`src/rtl/ex_mem_hazard_controller.sv`:
```
// Stall/flush/bubble sequencer for the RV32IM EX/MEM boundary: divider sequencing,
// load-use interlock, taken-branch flush and a saturating stall-cycle counter.
module ex_mem_hazard_controller #(
  parameter int DIV_LATENCY = 32
) (
  input  logic        clk,
  input  logic        rst,
  input  logic        ex_div_req,
  input  logic        ex_branch_taken,
  input  logic        ex_wb_load,
  input  logic [4:0]  ex_wb_rd,
  input  logic [4:0]  id_rs1,
  input  logic [4:0]  id_rs2,
  input  logic        id_rs1_used,
  input  logic        id_rs2_used,
  output logic        pc_stall,
  output logic        if_id_stall,
  output logic        if_id_flush,
  output logic        id_ex_stall,
  output logic        id_ex_flush,
  output logic        ex_mem_bubble,
  output logic        div_start,
  output logic        div_result_valid,
  output logic [31:0] stall_count
);

  localparam int CNT_W = (DIV_LATENCY > 2) ? $clog2(DIV_LATENCY) : 1;

  typedef enum logic [1:0] {
    IDLE     = 2'd0,
    DIV_BUSY = 2'd1,
    DIV_DONE = 2'd2
  } state_t;

  state_t             state_reg;
  state_t             state_next;
  logic [CNT_W-1:0]   cnt_reg;
  logic [CNT_W-1:0]   cnt_next;
  logic [31:0]        stall_count_reg;
  logic               rs1_match;
  logic               rs2_match;
  logic               load_use;

  // x0 is hard-wired to zero, so a load targeting it can never feed a consumer.
  assign rs1_match = id_rs1_used && (id_rs1 == ex_wb_rd);
  assign rs2_match = id_rs2_used && (id_rs2 == ex_wb_rd);
  assign load_use  = ex_wb_load && (ex_wb_rd != 5'd0) && (rs1_match || rs2_match);

  always_comb begin
    state_next       = state_reg;
    cnt_next         = cnt_reg;
    pc_stall         = 1'b0;
    if_id_stall      = 1'b0;
    if_id_flush      = 1'b0;
    id_ex_stall      = 1'b0;
    id_ex_flush      = 1'b0;
    ex_mem_bubble    = 1'b0;
    div_start        = 1'b0;
    div_result_valid = 1'b0;

    if (!rst) begin
      unique case (state_reg)
        IDLE: begin
          if (ex_div_req) begin
            div_start     = 1'b1;
            pc_stall      = 1'b1;
            if_id_stall   = 1'b1;
            id_ex_stall   = 1'b1;
            ex_mem_bubble = 1'b1;
            cnt_next      = CNT_W'(DIV_LATENCY - 2);
            // The shortest legal latency has no busy cycles at all.
            state_next    = (DIV_LATENCY <= 2) ? DIV_DONE : DIV_BUSY;
          end else if (ex_branch_taken) begin
            // The ID instruction is wrong-path, so any hazard it shows is moot.
            if_id_flush = 1'b1;
            id_ex_flush = 1'b1;
          end else if (load_use) begin
            pc_stall    = 1'b1;
            if_id_stall = 1'b1;
            id_ex_flush = 1'b1;
          end
        end

        DIV_BUSY: begin
          pc_stall      = 1'b1;
          if_id_stall   = 1'b1;
          id_ex_stall   = 1'b1;
          ex_mem_bubble = 1'b1;
          // cnt holds the busy cycles still to go, including this one.
          if (cnt_reg <= CNT_W'(1)) begin
            cnt_next   = '0;
            state_next = DIV_DONE;
          end else begin
            cnt_next   = cnt_reg - CNT_W'(1);
          end
        end

        DIV_DONE: begin
          // ex_div_req is still the same instruction here; never restart on it.
          div_result_valid = 1'b1;
          state_next       = IDLE;
        end

        default: begin
          state_next = IDLE;
          cnt_next   = '0;
        end
      endcase
    end
  end

  always_ff @(posedge clk) begin
    if (rst) begin
      state_reg       <= IDLE;
      cnt_reg         <= '0;
      stall_count_reg <= '0;
    end else begin
      state_reg <= state_next;
      cnt_reg   <= cnt_next;
      if (pc_stall && (stall_count_reg != 32'hFFFF_FFFF)) begin
        stall_count_reg <= stall_count_reg + 32'd1;
      end
    end
  end

  assign stall_count = stall_count_reg;

endmodule

```
`config.mk`:
```
export PLATFORM = sky130hd
export DESIGN_NAME = ex_mem_hazard_controller
export DESIGN_NICKNAME = d
export VERILOG_FILES = /design/src/rtl/ex_mem_hazard_controller.sv
export SDC_FILE = /design/constraint.sdc
export NUM_CORES = 1
export LEC_CHECK = 0
export ABC_AREA = 1
export CELL_PAD_IN_SITES_DETAIL_PLACEMENT = 2
export CELL_PAD_IN_SITES_GLOBAL_PLACEMENT = 2
export CORE_MARGIN = 8
export CORE_UTILIZATION = 28
export DETAILED_ROUTE_END_ITERATION = 10
export PLACE_DENSITY_LB_ADDON = 0.2
export SLEW_MARGIN = 20
export SYNTH_ARGS = -nofsm -noshare
export SYNTH_HDL_FRONTEND = slang
export SYNTH_SLANG_ARGS = --single-unit
```
`constraint.sdc`:
```
create_clock -name clk -period 3.65 [get_ports clk]
set_input_delay 0.9125 -clock clk [delete_from_list [all_inputs] [get_ports clk]]
set_output_delay 0.9125 -clock clk [all_outputs]
set_load 0.05 [all_outputs]
```
==> results.txt <==
----------------------------------------------------
[Timing]
  Maximum operating frequency ... 304 MHz
  Final count of hold timing violations ... 0
  Transition time at the pin with the least slew margin ... 0.614 ns
  Fin Clk Skew ... 0.00374 ns
  Total negative setup slack ... 0 ns
  Final worst path period share ... 0.900
  Period minus WS final ... 3.29 ns
  Post-layout worst setup margin ... 0.365 ns
  RSZ-0062 raised after global routing ... false
  Slew HR ... 0.589
  Final slew viol count ... 0
  Hold WS ... 0.529 ns
  Total of endpoints with negative setup slack in the final report ... 0

[CTS]
  Cts-stage hold buffer count ... 0
  Library cell used as clock root buffer ... sky130_fd_sc_hd__clkbuf_8
  Skew-Pair Late Insertion Delay ... 0.30 ns
  Total clock sinks ... 39
  # H-tree levels ... 2
  TritonCTS clock tree ... built
  CTS-repair resized insts ... 0
  CTS max path bufs ... 2
  TritonCTS buffer count ... 5
  Setup fix buffers added after clock tree synthesis ... 0
  Clock input transition at the sequential cells of the worst setup and hold paths ... 0.08 ns

[Global routing]
  Overall routing resource usage ... 0.168
  Number of global-route vias before repair ... 3412
  Number of antenna violations at the first check in global routing ... 0
  Wire length of the first global-routing pass ... 17700 um
  Grt total ovfl ... 0
  Maximum number of pins on one net before global-route repair ... 40

[Placed design]
  Pre-CTS setup slack ... 0.349 ns
  Final GP Congestion ... 0.832
  Detailed placer's ending HPWL ... 8370 um
  Number of I/O port buffers ... 61

[Worst setup path]
  Worst path buffer plus inverter count ... 3
  CP Cell Sequence ... clkdlybuf4s50_1 -> inv_2 -> nand2_1 -> nand2_1 -> nor2_1 -> nand3_1 -> nand2_1 -> nand2_1 -> a21oi_1 -> buf_12
  Critical path data required time ... 2.74 ns
  Sort of element at the end of the critical path ... output pin
  Crit path DAT ... 2.37 ns
  Master of the slowest instance on the critical path ... sky130_fd_sc_hd__clkdlybuf4s50_1
  Max FO, Critical Path ... 3
  Critical Path Source Type ... input port
  Start-to-end type of the worst setup path ... in2out
  Most common cell type on the critical path ... sky130_fd_sc_hd__nand2_1
  Crit-path max cell delay ... 0.53 ns
  Delay-heaviest family, CP ... buffers and inverters

[Power]
  Leakage ... 1.36 nW
  Ratio of total power to cell area ... 287 nW/um^2
  Largest voltage drop on the vdd net ... 0.000276 V

[Synth]
  Share of the yosys chip area belonging to registers ... 0.284
  Post-synthesis average cell area ... 5.97 um^2
  Synth warnings ... 0
  Syn nets ... 485
  Number of distinct library cell variants in the gate-level netlist after synthesis ... 25
  Flip-flop and latch count after synthesis ... 39
  Cell Area, Synth ... 2750 um^2
  Synthesized instance count ... 460

[Status]
  Outcome ... complete, no violations

[Run]
  Number of maximum-capacitance violations ... 0

[Cells and area]
  Leading cell types in the layout, fill and taps excluded ... sky130_fd_sc_hd__nand2_1 (150), sky130_fd_sc_hd__nor2_1 (63), sky130_fd_sc_hd__clkdlybuf4s50_1 (53)
  Share of post-route cells with drive strength above 1 ... 0.0753
  Area growth from synthesis to layout ... 33.5%
  Most frequent standard cell in the layout excluding fill and tap cells ... sky130_fd_sc_hd__nand2_1
  Max FFs per register ... 32
  Count of nets after finishing ... 542
  Ant. Diodes ... 0

[Route]
  Number of DRC markers after the initial detailed-route iteration ... 73
  Detailed-route wire length per cell ... 16.2 um
  Number of iterations in the first detailed-routing pass ... 4
  Vias per Instance ... 4.85
  Remaining antenna violation count after routing ... 0
  Total via count in the routed design ... 3158
  DRC violations left ... 0
  Final wirelength ... 10600 um

[Die]
  Core Region ... 9640 um^2
  Die outline width ... 115 um
  Number of top-level pins ... 62
  Placement Rows ... 36
  Starting utilization of the core area ... 0.285
  Die span in y ... 115 um
  DIE AREA ... 13200 um^2

[Hold path]
  Class of the most critical hold timing path ... reg2reg

----------------------------------------------------
==> cells by family after synthesis <==
logic type	count (synthesis)	synth area share
AO/OA/AOI/OAI	44	0.0820
XOR/XNOR	20	0.0638
adder cells (fa/ha/maj)	3	0.0137
buffers and inverters	60	0.0939
flip-flops	39	0.284
AND/OR/NAND/NOR	294	0.462
==> through the flow <==
step / std cells / power, W / instance area, um^2 / util
after detailed placement: 643 / 0.000678 / 3550 / 0.368
after global routing: 651 / 0.00111 / 3660 / 0.380
after global placement: 643 / 0.000668 / 3550 / 0.368
after CTS: 651 / 0.00108 / 3660 / 0.380
final: 651 / 0.00105 / 3660 / 0.380
after floorplan: 460 / 0.000588 / 2750 / -
==> cell usage after synthesis <==
cell	count	area share
sky130_fd_sc_hd__nor3_2	3	0.011
sky130_fd_sc_hd__nand4_2	1	0.0046
sky130_fd_sc_hd__xnor2_1	5	0.016
sky130_fd_sc_hd__inv_2	8	0.011
sky130_fd_sc_hd__buf_6	3	0.012
sky130_fd_sc_hd__nand2_2	4	0.0091
sky130_fd_sc_hd__buf_2	2	0.0036
sky130_fd_sc_hd__nor2_1	63	0.086
sky130_fd_sc_hd__a21oi_1	34	0.062
sky130_fd_sc_hd__nor3_1	12	0.022
sky130_fd_sc_hd__nand3_1	45	0.082
sky130_fd_sc_hd__buf_4	2	0.0055
sky130_fd_sc_hd__ha_1	3	0.014
sky130_fd_sc_hd__nand2_1	150	0.21
sky130_fd_sc_hd__clkbuf_1	7	0.0096
sky130_fd_sc_hd__nor2_4	1	0.0041
sky130_fd_sc_hd__o21ai_0	8	0.015
sky130_fd_sc_hd__buf_1	2	0.0027
sky130_fd_sc_hd__nand3_2	1	0.0036
sky130_fd_sc_hd__nand3b_1	6	0.016
sky130_fd_sc_hd__nand4_1	8	0.018
sky130_fd_sc_hd__inv_1	36	0.049
sky130_fd_sc_hd__dfxtp_1	39	0.28
sky130_fd_sc_hd__o31ai_1	2	0.0055
sky130_fd_sc_hd__xor2_1	15	0.048
==> power breakdown <==
| part | leakage, nW | total, W | internal [W] | switching [W] |
|---|---|---|---|---|
| combinational | 0.981 | 0.000211 | 0.0000863 | 0.000125 |
| sequential | 0.316 | 0.000454 | 0.000438 | 0.0000161 |
| clock | 0.0612 | 0.000387 | 0.000221 | 0.000166 |
==> final cells by class <==
class,instances,area (um^2)
Fill cell,1237,5970
Multi-Input combinational cell,361,1710
Sequential cell,39,781
Timing Repair Buffer,66,728
Tap cell,133,166
Inverter,44,165
Clock buffer,6,82.6
Clock inverter,2,35.0
==> metal layers <==
layer	share of wire	track usage
met1	0.47	0.201
met2	0.48	0.295
met3	0.037	0.0389
met4	0.011	0.0403
met5	0	0
==> worst reg2reg max path, delay by kind of cell, from the launching register on <==
family / cells / cell delay, ns
buf+inv: 1 / 0.26
simple gates: 7 / 1.45
flops: 1 / 0.48
fa+ha+maj: 1 / 0.34
compound gates: 1 / 0.16
==> path summary, 6_finish.rpt <==
| path | startpoint | end | slack [ns] | cells after the start |
|---|---|---|---|---|
| max | ex_wb_rd[1] | id_ex_flush | 0.36 | 10 |
| max reg2reg | stall_count[0] | stall_count[18] | 0.88 | 10 |
| min reg2reg | stall_count[1] | stall_count[1] | 0.53 | 2 |
| min | stall_count[1] | stall_count[1] | 0.53 | 2 |
Power figures use the tool's default switching activity.
